File: src/rtl/hex_display_ctrl.sv
// Six-digit scanned hex display controller: one shared decoder refreshes one registered
// digit output per cycle, with per-digit enable and blink masks and a digit-write error flag.
module hex_display_ctrl #(
  parameter int unsigned BLINK_HALF = 12500000
) (
  input  logic       clk,
  input  logic       rst_n,
  input  logic       wr_en,
  input  logic [1:0] wr_sel,
  input  logic [2:0] wr_addr,
  input  logic [5:0] wr_data,
  output logic [6:0] hex0,
  output logic [6:0] hex1,
  output logic [6:0] hex2,
  output logic [6:0] hex3,
  output logic [6:0] hex4,
  output logic [6:0] hex5,
  output logic [2:0] scan_idx,
  output logic       wr_err
);

  localparam int unsigned CntW = 25;
  localparam logic [CntW-1:0] BlinkLast = CntW'(BLINK_HALF - 1);
  localparam logic [6:0] SegBlank = 7'h7F;
  localparam logic [2:0] LastSlot = 3'd5;

  typedef enum logic [1:0] {
    CmdDigit  = 2'b00,
    CmdEnable = 2'b01,
    CmdBlink  = 2'b10,
    CmdClear  = 2'b11
  } cmd_e;

  logic [3:0]      digit_q [6];
  logic [3:0]      digit_d [6];
  logic [5:0]      en_mask_q, en_mask_d;
  logic [5:0]      blink_mask_q, blink_mask_d;
  logic            wr_err_q, wr_err_d;
  logic [2:0]      scan_q, scan_d;
  logic [CntW-1:0] blink_cnt_q, blink_cnt_d;
  logic            blink_phase_q, blink_phase_d;
  logic [6:0]      hex_q [6];
  logic [3:0]      digit_sel;
  logic            blank;
  logic [6:0]      seg_d;

  // Active-low segments, bit order {g,f,e,d,c,b,a}.
  function automatic logic [6:0] decode(input logic [3:0] val);
    logic [6:0] seg;
    unique case (val)
      4'h0: seg = 7'b1000000;
      4'h1: seg = 7'b1111001;
      4'h2: seg = 7'b0100100;
      4'h3: seg = 7'b0110000;
      4'h4: seg = 7'b0011001;
      4'h5: seg = 7'b0010010;
      4'h6: seg = 7'b0000010;
      4'h7: seg = 7'b1111000;
      4'h8: seg = 7'b0000000;
      4'h9: seg = 7'b0010000;
      4'hA: seg = 7'b0001000;
      4'hB: seg = 7'b0000011;
      4'hC: seg = 7'b1000110;
      4'hD: seg = 7'b0100001;
      4'hE: seg = 7'b0000110;
      default: seg = 7'b0001110;
    endcase
    return seg;
  endfunction

  // The single decoder sees only the digit in the current scan slot, taken from the
  // pre-write state so a same-cycle write shows up on the next visit.
  always_comb begin
    digit_sel = digit_q[scan_q];
    blank     = !en_mask_q[scan_q] || (blink_mask_q[scan_q] && blink_phase_q);
    seg_d     = blank ? SegBlank : decode(digit_sel);
  end

  always_comb begin
    scan_d = (scan_q == LastSlot) ? 3'd0 : scan_q + 3'd1;
    if (blink_cnt_q == BlinkLast) begin
      blink_cnt_d   = '0;
      blink_phase_d = !blink_phase_q;
    end else begin
      blink_cnt_d   = blink_cnt_q + 1'b1;
      blink_phase_d = blink_phase_q;
    end
  end

  always_comb begin
    digit_d      = digit_q;
    en_mask_d    = en_mask_q;
    blink_mask_d = blink_mask_q;
    wr_err_d     = wr_err_q;
    if (wr_en) begin
      unique case (cmd_e'(wr_sel))
        CmdDigit: begin
          if (wr_addr <= LastSlot) begin
            digit_d[wr_addr] = wr_data[3:0];
          end else begin
            wr_err_d = 1'b1;
          end
        end
        CmdEnable: en_mask_d    = wr_data;
        CmdBlink:  blink_mask_d = wr_data;
        CmdClear: begin
          for (int i = 0; i < 6; i++) begin
            digit_d[i] = 4'h0;
          end
        end
        default: ;
      endcase
    end
  end

  always_ff @(posedge clk or negedge rst_n) begin
    if (!rst_n) begin
      for (int i = 0; i < 6; i++) begin
        digit_q[i] <= 4'h0;
        hex_q[i]   <= SegBlank;
      end
      en_mask_q     <= '0;
      blink_mask_q  <= '0;
      wr_err_q      <= 1'b0;
      scan_q        <= 3'd0;
      blink_cnt_q   <= '0;
      blink_phase_q <= 1'b0;
    end else begin
      digit_q        <= digit_d;
      hex_q[scan_q]  <= seg_d;
      en_mask_q      <= en_mask_d;
      blink_mask_q   <= blink_mask_d;
      wr_err_q       <= wr_err_d;
      scan_q         <= scan_d;
      blink_cnt_q    <= blink_cnt_d;
      blink_phase_q  <= blink_phase_d;
    end
  end

  assign hex0     = hex_q[0];
  assign hex1     = hex_q[1];
  assign hex2     = hex_q[2];
  assign hex3     = hex_q[3];
  assign hex4     = hex_q[4];
  assign hex5     = hex_q[5];
  assign scan_idx = scan_q;
  assign wr_err   = wr_err_q;

endmodule

File: config.mk
export PLATFORM = sky130hd
export DESIGN_NAME = hex_display_ctrl
export DESIGN_NICKNAME = d
export VERILOG_FILES = /design/src/rtl/hex_display_ctrl.sv
export SDC_FILE = /design/constraint.sdc
export NUM_CORES = 1
export LEC_CHECK = 0
export ABC_AREA = 1
export ABC_CLOCK_PERIOD_IN_PS = 2600
export BUFFER_PORTS_ARGS = -buffer_cell sky130_fd_sc_hd__buf_4
export CORE_MARGIN = 5
export CORE_UTILIZATION = 40
export CTS_CLUSTER_DIAMETER = 50
export DETAILED_ROUTE_END_ITERATION = 10
export GPL_TIMING_DRIVEN = 0
export HOLD_SLACK_MARGIN = 0.12
export PLACE_DENSITY = 0.69
export SLEW_MARGIN = 20
export SYNTH_ARGS = -nofsm -noshare
export SYNTH_HDL_FRONTEND = slang
export SYNTH_SLANG_ARGS = --single-unit
File: constraint.sdc
create_clock -name clk -period 2.6 [get_ports clk]
set_input_delay 0.13 -clock clk [delete_from_list [all_inputs] [get_ports clk]]
set_output_delay 0.13 -clock clk [all_outputs]
set_load 0.01 [all_outputs]
==> results.md, run 1 <==
* Status: finished clean
* Worst Setup SP: scan_idx[0]
* PortBufs at 59
* Placed standard-cell area at 6040 um2
* Post-Place Worst Slack at 0.267 ns
* CP max stage delay at 0.50 ns
* Most common cell after layout, fill and taps aside: nand2_1
* Routed len/inst at 13.8 um
* Most frequent cells in the layout: nand2_1 (244), inv_1 (80), dfrtp_1 (66), buf_4 (61), nand3_1 (43)
* Rel. slew slack at 34.0%
* Top delay family on crit path: simple AND/OR/NAND/NOR gates
* TritonCTS clock tree: yes
* HPWL after DPL at 9.12 mm
* Drc violations at 0
* Max Fclk at 421 MHz
* GRT Residual Overflow at 0
* Final Max Tran Viols at 0
* Final worst-path cycle share at 91.3%
* Worst path most repeated cell: nand2_1
* Setup violators final at 0
* Die area at 15,800 um2
* Share of layout cells above drive strength 1 at 20.3%
* Clk_skew at 0.00750 ns
* Worst-path clk slew at 0.07 ns
* RR Endpoint: hex0[1]
* GP Congestion at 0.852
* Initial Util at 40.7%
* Crit path cell chain: buf_4, o21ai_0, nand3_1, nand3_1, inv_1, ha_1, nand2_1, nor2_1, nor2_1, nand2_2, nand2_1, nand2_1
* # IOs at 60
* Register area share after synthesis at 51.3%
* Buf/Inv on CP at 2
* VDD IR-drop max at 0.292 mV
* CP Launch Type: flop
* Detail Route Antenna Nets at 0
* Worst hold path class: in -> reg
* Area occupied by multi-input gates at 2230 um2
* Largest net degree at the start of global routing at 109
* Placeable Area at 13,200 um2
* Gate Count Post-Synth at 669
* Die W at 126 um
* H-tree Lvls at 3
* Slowest stage cell, crit path: dfrtp_1
* # fillers at 1,292
* Worst-Margin Slew at 0.990 ns
* Warnings from Yosys at 0
* CTS Sinks at 108
* Drt total wl at 12.8 mm
* Sum Neg Setup Slack at 0 ns
* Layout Nets at 768
* Synth area leader: dfrtp_1
* Design Area, Final at 6430 um2
* Endpoint type of the worst setup path: flop
* Synth top area cells: dfrtp_1 (31%), dfstp_2 (21%), nand2_1 (17%), inv_1 (5.6%), nand3_1 (4.0%)
* Worst path depth at 12
* Synth unique cells at 33
* Global-route wire length before repair at 21.3 mm
* Initial antenna violation count at 0
* Clk_lat worst skew at 0.35 ns
* Total GRT Usage at 16.5%
* Top-area cell type share of the netlist area at 30.8%
* RSZ-0062 raised after global routing: false
* Max FO, Critical Path at 10
* Final hold vios at 0
* Register-to-Register Path Depth at 12
* Crit Path Category: reg -> reg
* Crit path arrival time at 2.67 ns
* Setup bufs post-CTS at 0
* Post-synthesis register bit count at 108
* CTS Buffer Depth at 2
* RR Startpoint: scan_idx[0]
* Worst Setup EP: hex0[1]
* First-pass detailed-route iteration total at 5
* Synth Area per Inst at 8.03 um2
* Leak at 3.24 nW
* Die Y at 126 um
* Max-cap violations at 0
* WP data required at 2.89 ns
* Synth Cell Area at 5370 um2
* DR vias at 4,507
* Min cycle time layout at 2.37 ns
* Vias in the first global route at 4,189
* Sequential cell area at 2760 um2
* Row Count at 42
* Final worst setup slack at 0.226 ns
* TritonCTS buffer count at 9
* Ant diodes at 0
* 1st-iter DRT viols at 349
* Root Buffer: clkbuf_16
* P&R area growth vs syn at 19.7%
* Post-Syn Nets at 690
* Worst reg2reg setup slack at 0.23 ns
* P per Cell Area at 704 nW/um2
* Vias per cell at 4.86
-- flip-flops by register name, indices dropped and copies added, names as in the netlist, 7 cells and up --
signal	flops
blink_cnt_q	25
digit_q	24
hex0	7
hex1	7
hex2	7
hex3	7
hex4	7
hex5	7
-- where the power goes --
group | internal [mW] | switching [mW]
registers | 2.04 | 0.149
logic | 0.412 | 0.528
clock network | 0.772 | 0.625
-- layout make-up --
| type | instances | area share, % |
|---|---|---|
| tap | 176 | 3.42 |
| timing repair buffer | 67 | 8.19 |
| clock buffer | 11 | 4.28 |
| multi-input combinational | 464 | 34.7 |
| sequential | 108 | 42.8 |
| inverter | 87 | 5.08 |
| buffer | 10 | 0.934 |
| clock inverter | 5 | 0.584 |
-- synth_stat cells (all sizes together) --
cell and n:
nand2 250, inv 87, dfrtp 66, nand3 49
nor2 46, dfstp 42, o22ai 24, nor3 17
o21ai 17, xor2 16, nand4 14, a21oi 11
buf 7, ha 7, clkbuf 3, nor4 3
xnor2 3, o211ai 2, a21o 1, a31oi 1
and3 1, o21bai 1, or2 1
-- per-layer routing --
layer	GRT usage, %	wire (um)	up-vias
li1	-	-	2289
met1	25.1	6540	2096
met2	23.8	5450	112
met3	2.58	683	10
met4	6.18	166	0
met5	0	0	-
-- worst min path at each step --
stage / start / end / slack [ns] / cells past startpoint
final: wr_sel[1] / blink_mask_q[5] / 0.15 / 4
after global routing: wr_sel[0] / en_mask_q[5] / 0.18 / 4
after CTS: wr_sel[0] / blink_mask_q[5] / 0.14 / 5
after detailed placement: rst_n / blink_cnt_q[16] / 0.33 / 1
after global placement: wr_en / wr_err / 0.36 / 2
after floorplan: rst_n / blink_cnt_q[0] / -0.17 / 0
-- worst min-delay path: stages --
cell,delay (ns)
buf_4,0.09
nand3_1,0.10
nand2_1,0.07
o21ai_0,0.06
-- through the flow --
| stage | cells | hold slack, ns | utilization (%) | total power [mW] |
|---|---|---|---|---|
| floorplan | 669 | -0.166 | - | 2.70 |
| global placement | 904 | 0.364 | 45.7 | 3.13 |
| detailed placement | 904 | 0.327 | 45.8 | 3.15 |
| CTS | 928 | 0.141 | 48.7 | 4.58 |
| global route | 928 | 0.179 | 48.7 | 4.77 |
| finish | 928 | 0.151 | 48.7 | 4.52 |
-- cells by family after synthesis --
logic type	after synthesis	share of synthesized area, %
DFF	108	51.3
buffers and inverters	97	7.20
adders and majority gates	7	1.63
and+or+nand+nor	381	30.7
AOI/OAI and AO/OA	57	6.08
xor gates and xnor gates	19	3.10
-- repair_timing --
action | 4_1_cts | 5_1_grt
hold buffers | 8 | 0
hold endpoints to repair | 79 | 0
endpoints found under the setup margin | 0 | 0
gates resized for setup | 0 | 0
Note: power is estimated with default switching activity, not from simulation.
==> run 2, diff against run 1 <==
Settings changed: REMOVE_ABC_BUFFERS set to 1.
==> run 2 against run 1 <==
Hold slack improved by 0.049 ns. Largest power group unchanged. Largest cell class unchanged. Setup slack better by 0.017 ns. Critical path depth up 1. Die area did not move. Maximum frequency is 0.71% higher. Utilization shrank 0.56 points. Critical endpoint is now hex3[0]. Total power is 1.1% lower.
==> results.md, run 2 (synthesis gave the netlist of run 1 again) <==
* Top delay family on crit path: simple AND/OR/NAND/NOR gates
* VDD IR-drop max at 0.336 mV (+15%)
* Setup violators final at 0 (unchanged)
* Placeable Area at 13,200 um2 (unchanged)
* RSZ-0062 raised after global routing: false
* Most common cell after layout, fill and taps aside: nand2_1
* Met2 GRT Util at 25.1% (+1.3 points)
* Design Area, Final at 6360 um2 (-1.1%)
* Initial antenna violation count at 0 (unchanged)
* Util after Layout at 48.2% (-0.56 points)
* Placed standard-cell area at 5980 um2 (-0.99%)
* Vias in the first global route at 4,299 (+2.6%)
* HPWL after DPL at 8.83 mm (-3.2%)
* Die Y at 126 um (unchanged)
* Final worst-path cycle share at 90.7% (-0.64 points)
* Top reg by flops: blink_cnt_q
* Setup bufs post-CTS at 0 (unchanged)
* Rel. slew slack at 36.6% (+2.6 points)
* TritonCTS clock tree: yes
* Max FO, Critical Path at 25 (+15)
* Root Buffer: clkbuf_16
* Crit path arrival time at 2.64 ns (-0.03 ns)
* Min cycle time layout at 2.36 ns (-0.0167 ns)
* Met1 Usage GRT at 22.0% (-3.2 points)
* WP data required at 2.88 ns (about the same)
* Drc violations at 0 (unchanged)
* Status: finished clean
* Row Count at 42 (unchanged)
* Crit Path Category: reg -> reg
* PortBufs at 59 (unchanged)
* First-pass detailed-route iteration total at 5 (unchanged)
* Largest net degree at the start of global routing at 109 (unchanged)
* Final hold vios at 0 (unchanged)
* Clk_lat worst skew at 0.35 ns (about the same)
* Detail Route Antenna Nets at 0 (unchanged)
* GP Congestion at 0.885 (+3.8%)
* TritonCTS buffer count at 9 (unchanged)
* Hold slack at 0.201 ns (+0.0492 ns)
* CTS Sinks at 108 (unchanged)
* Routed len/inst at 13.5 um (-2.1%)
* Buf/Inv on CP at 2 (unchanged)
* Share of layout cells above drive strength 1 at 19.5% (-0.80 points)
* GRT Residual Overflow at 0 (unchanged)
* Worst hold path class: in -> reg
* Global-route wire length before repair at 20.9 mm (-1.7%)
* Regs by FF count: blink_cnt_q x25, digit_q x24
* CP Launch Type: flop
* Post-Place Worst Slack at -0.230 ns (-0.497 ns)
* Most frequent cells in the layout: nand2_1 (244), inv_1 (80), dfrtp_1 (65), buf_4 (58), nand3_1 (43)
* # IOs at 60 (unchanged)
* Vias per cell at 4.90 (+0.82%)
* Slowest stage cell, crit path: dfrtp_4
* Total GRT Usage at 16.1% (-0.44 points)
* 1st-iter DRT viols at 290 (-17%)
* H-tree Lvls at 3 (unchanged)
* CTS Buffer Depth at 2 (unchanged)
* GRT busiest layer: met2
* Worst path most repeated cell: nand2_1
* Initial Util at 40.7% (unchanged)
* Crit path cell chain: inv_2, nand2_1, nand2_1, nand3_1, nand2_1, nor2_4, ha_1, inv_1, nand4_1, nand3_1, nand3_2, nand2_1, nand2_1
* Die area at 15,800 um2 (unchanged)
* Worst-Margin Slew at 0.951 ns (-0.0383 ns)
* Max reg flops at 25 (unchanged)
* M3 GR Usage at 3.34% (+0.76 points)
* Leak at 3.20 nW (-1.2%)
* Max-cap violations at 0 (unchanged)
* DR vias at 4,495 (-0.27%)
* P&R area growth vs syn at 18.4%
* P per Cell Area at 704 nW/um2 (about the same)
* Layout Nets at 758 (-1.3%)
* Final worst setup slack at 0.243 ns (+0.0167 ns)
* CP max stage delay at 0.62 ns (+0.12 ns)
* Die W at 126 um (unchanged)
* Max Fclk at 424 MHz (+0.71%)
* Final Max Tran Viols at 0 (unchanged)
* Drt total wl at 12.4 mm (-3.2%)
* Worst-path clk slew at 0.07 ns (about the same)
* Clk_skew at 0.00935 ns (+0.00185 ns)
* Endpoint type of the worst setup path: flop
* Ant diodes at 0 (unchanged)
==> run 2: final timing paths <==
| check | from | endpoint | slack, ns | cells past startpoint |
|---|---|---|---|---|
| max | scan_idx[0] | hex3[0] | 0.24 | 13 |
| min | wr_addr[2] | digit_q[2] | 0.20 | 3 |
| max reg2reg | scan_idx[0] | hex3[0] | 0.24 | 13 |
| min reg2reg | wr_err | wr_err | 0.47 | 1 |
| max in group asynchronous | rst_n | scan_idx[0] | 1.46 | 2 |
| min in group asynchronous | rst_n | en_mask_q[4] | 0.45 | 2 |
==> run 2: through the flow <==
step,cells,total power [mW],setup TNS (ns)
2_1_floorplan,659,2.69,0
3_3_place_gp,894,3.12,-5.85
3_5_place_dp,894,3.14,-6.38
4_1_cts,918,4.51,0
5_1_grt,918,4.73,0
6_report,918,4.47,0
==> run 2: timing repair <==
action | 4_1_cts | 5_1_grt
hold buffers | 8 | 0
hold endpoints to repair | 79 | 0
endpoints found under the setup margin | 42 | 24
resized for setup | 1 | 1
==> run 2: layout make-up <==
| cell class | count | area [um2] |
|---|---|---|
| Multi-Input combinational cell | 464 | 2230 |
| Fill cell | 1292 | 6830 |
| Sequential cell | 108 | 2760 |
| Clock inverter | 3 | 23.8 |
| Tap cell | 176 | 220 |
| Inverter | 87 | 327 |
| Timing Repair Buffer | 67 | 527 |
| Clock buffer | 13 | 272 |
==> run 2: where the power goes <==
part / switching, mW / leakage [nW] / internal [mW]
sequential: 0.141 / 1.31 / 2.04
combinational: 0.520 / 1.75 / 0.411
clock: 0.619 / 0.146 / 0.744
==> run 2: worst min-delay path, delay by kind of cell <==
family	cells	cell delay, ns
simple gates	1	0.16
compound gates	1	0.10
buf+inv	1	0.12
==> run 2: routing by layer <==
metal	vias up	routed length, um
li1	2271	-
met1	2091	5860
met2	107	5640
met3	26	616
met4	0	320
met5	-	0
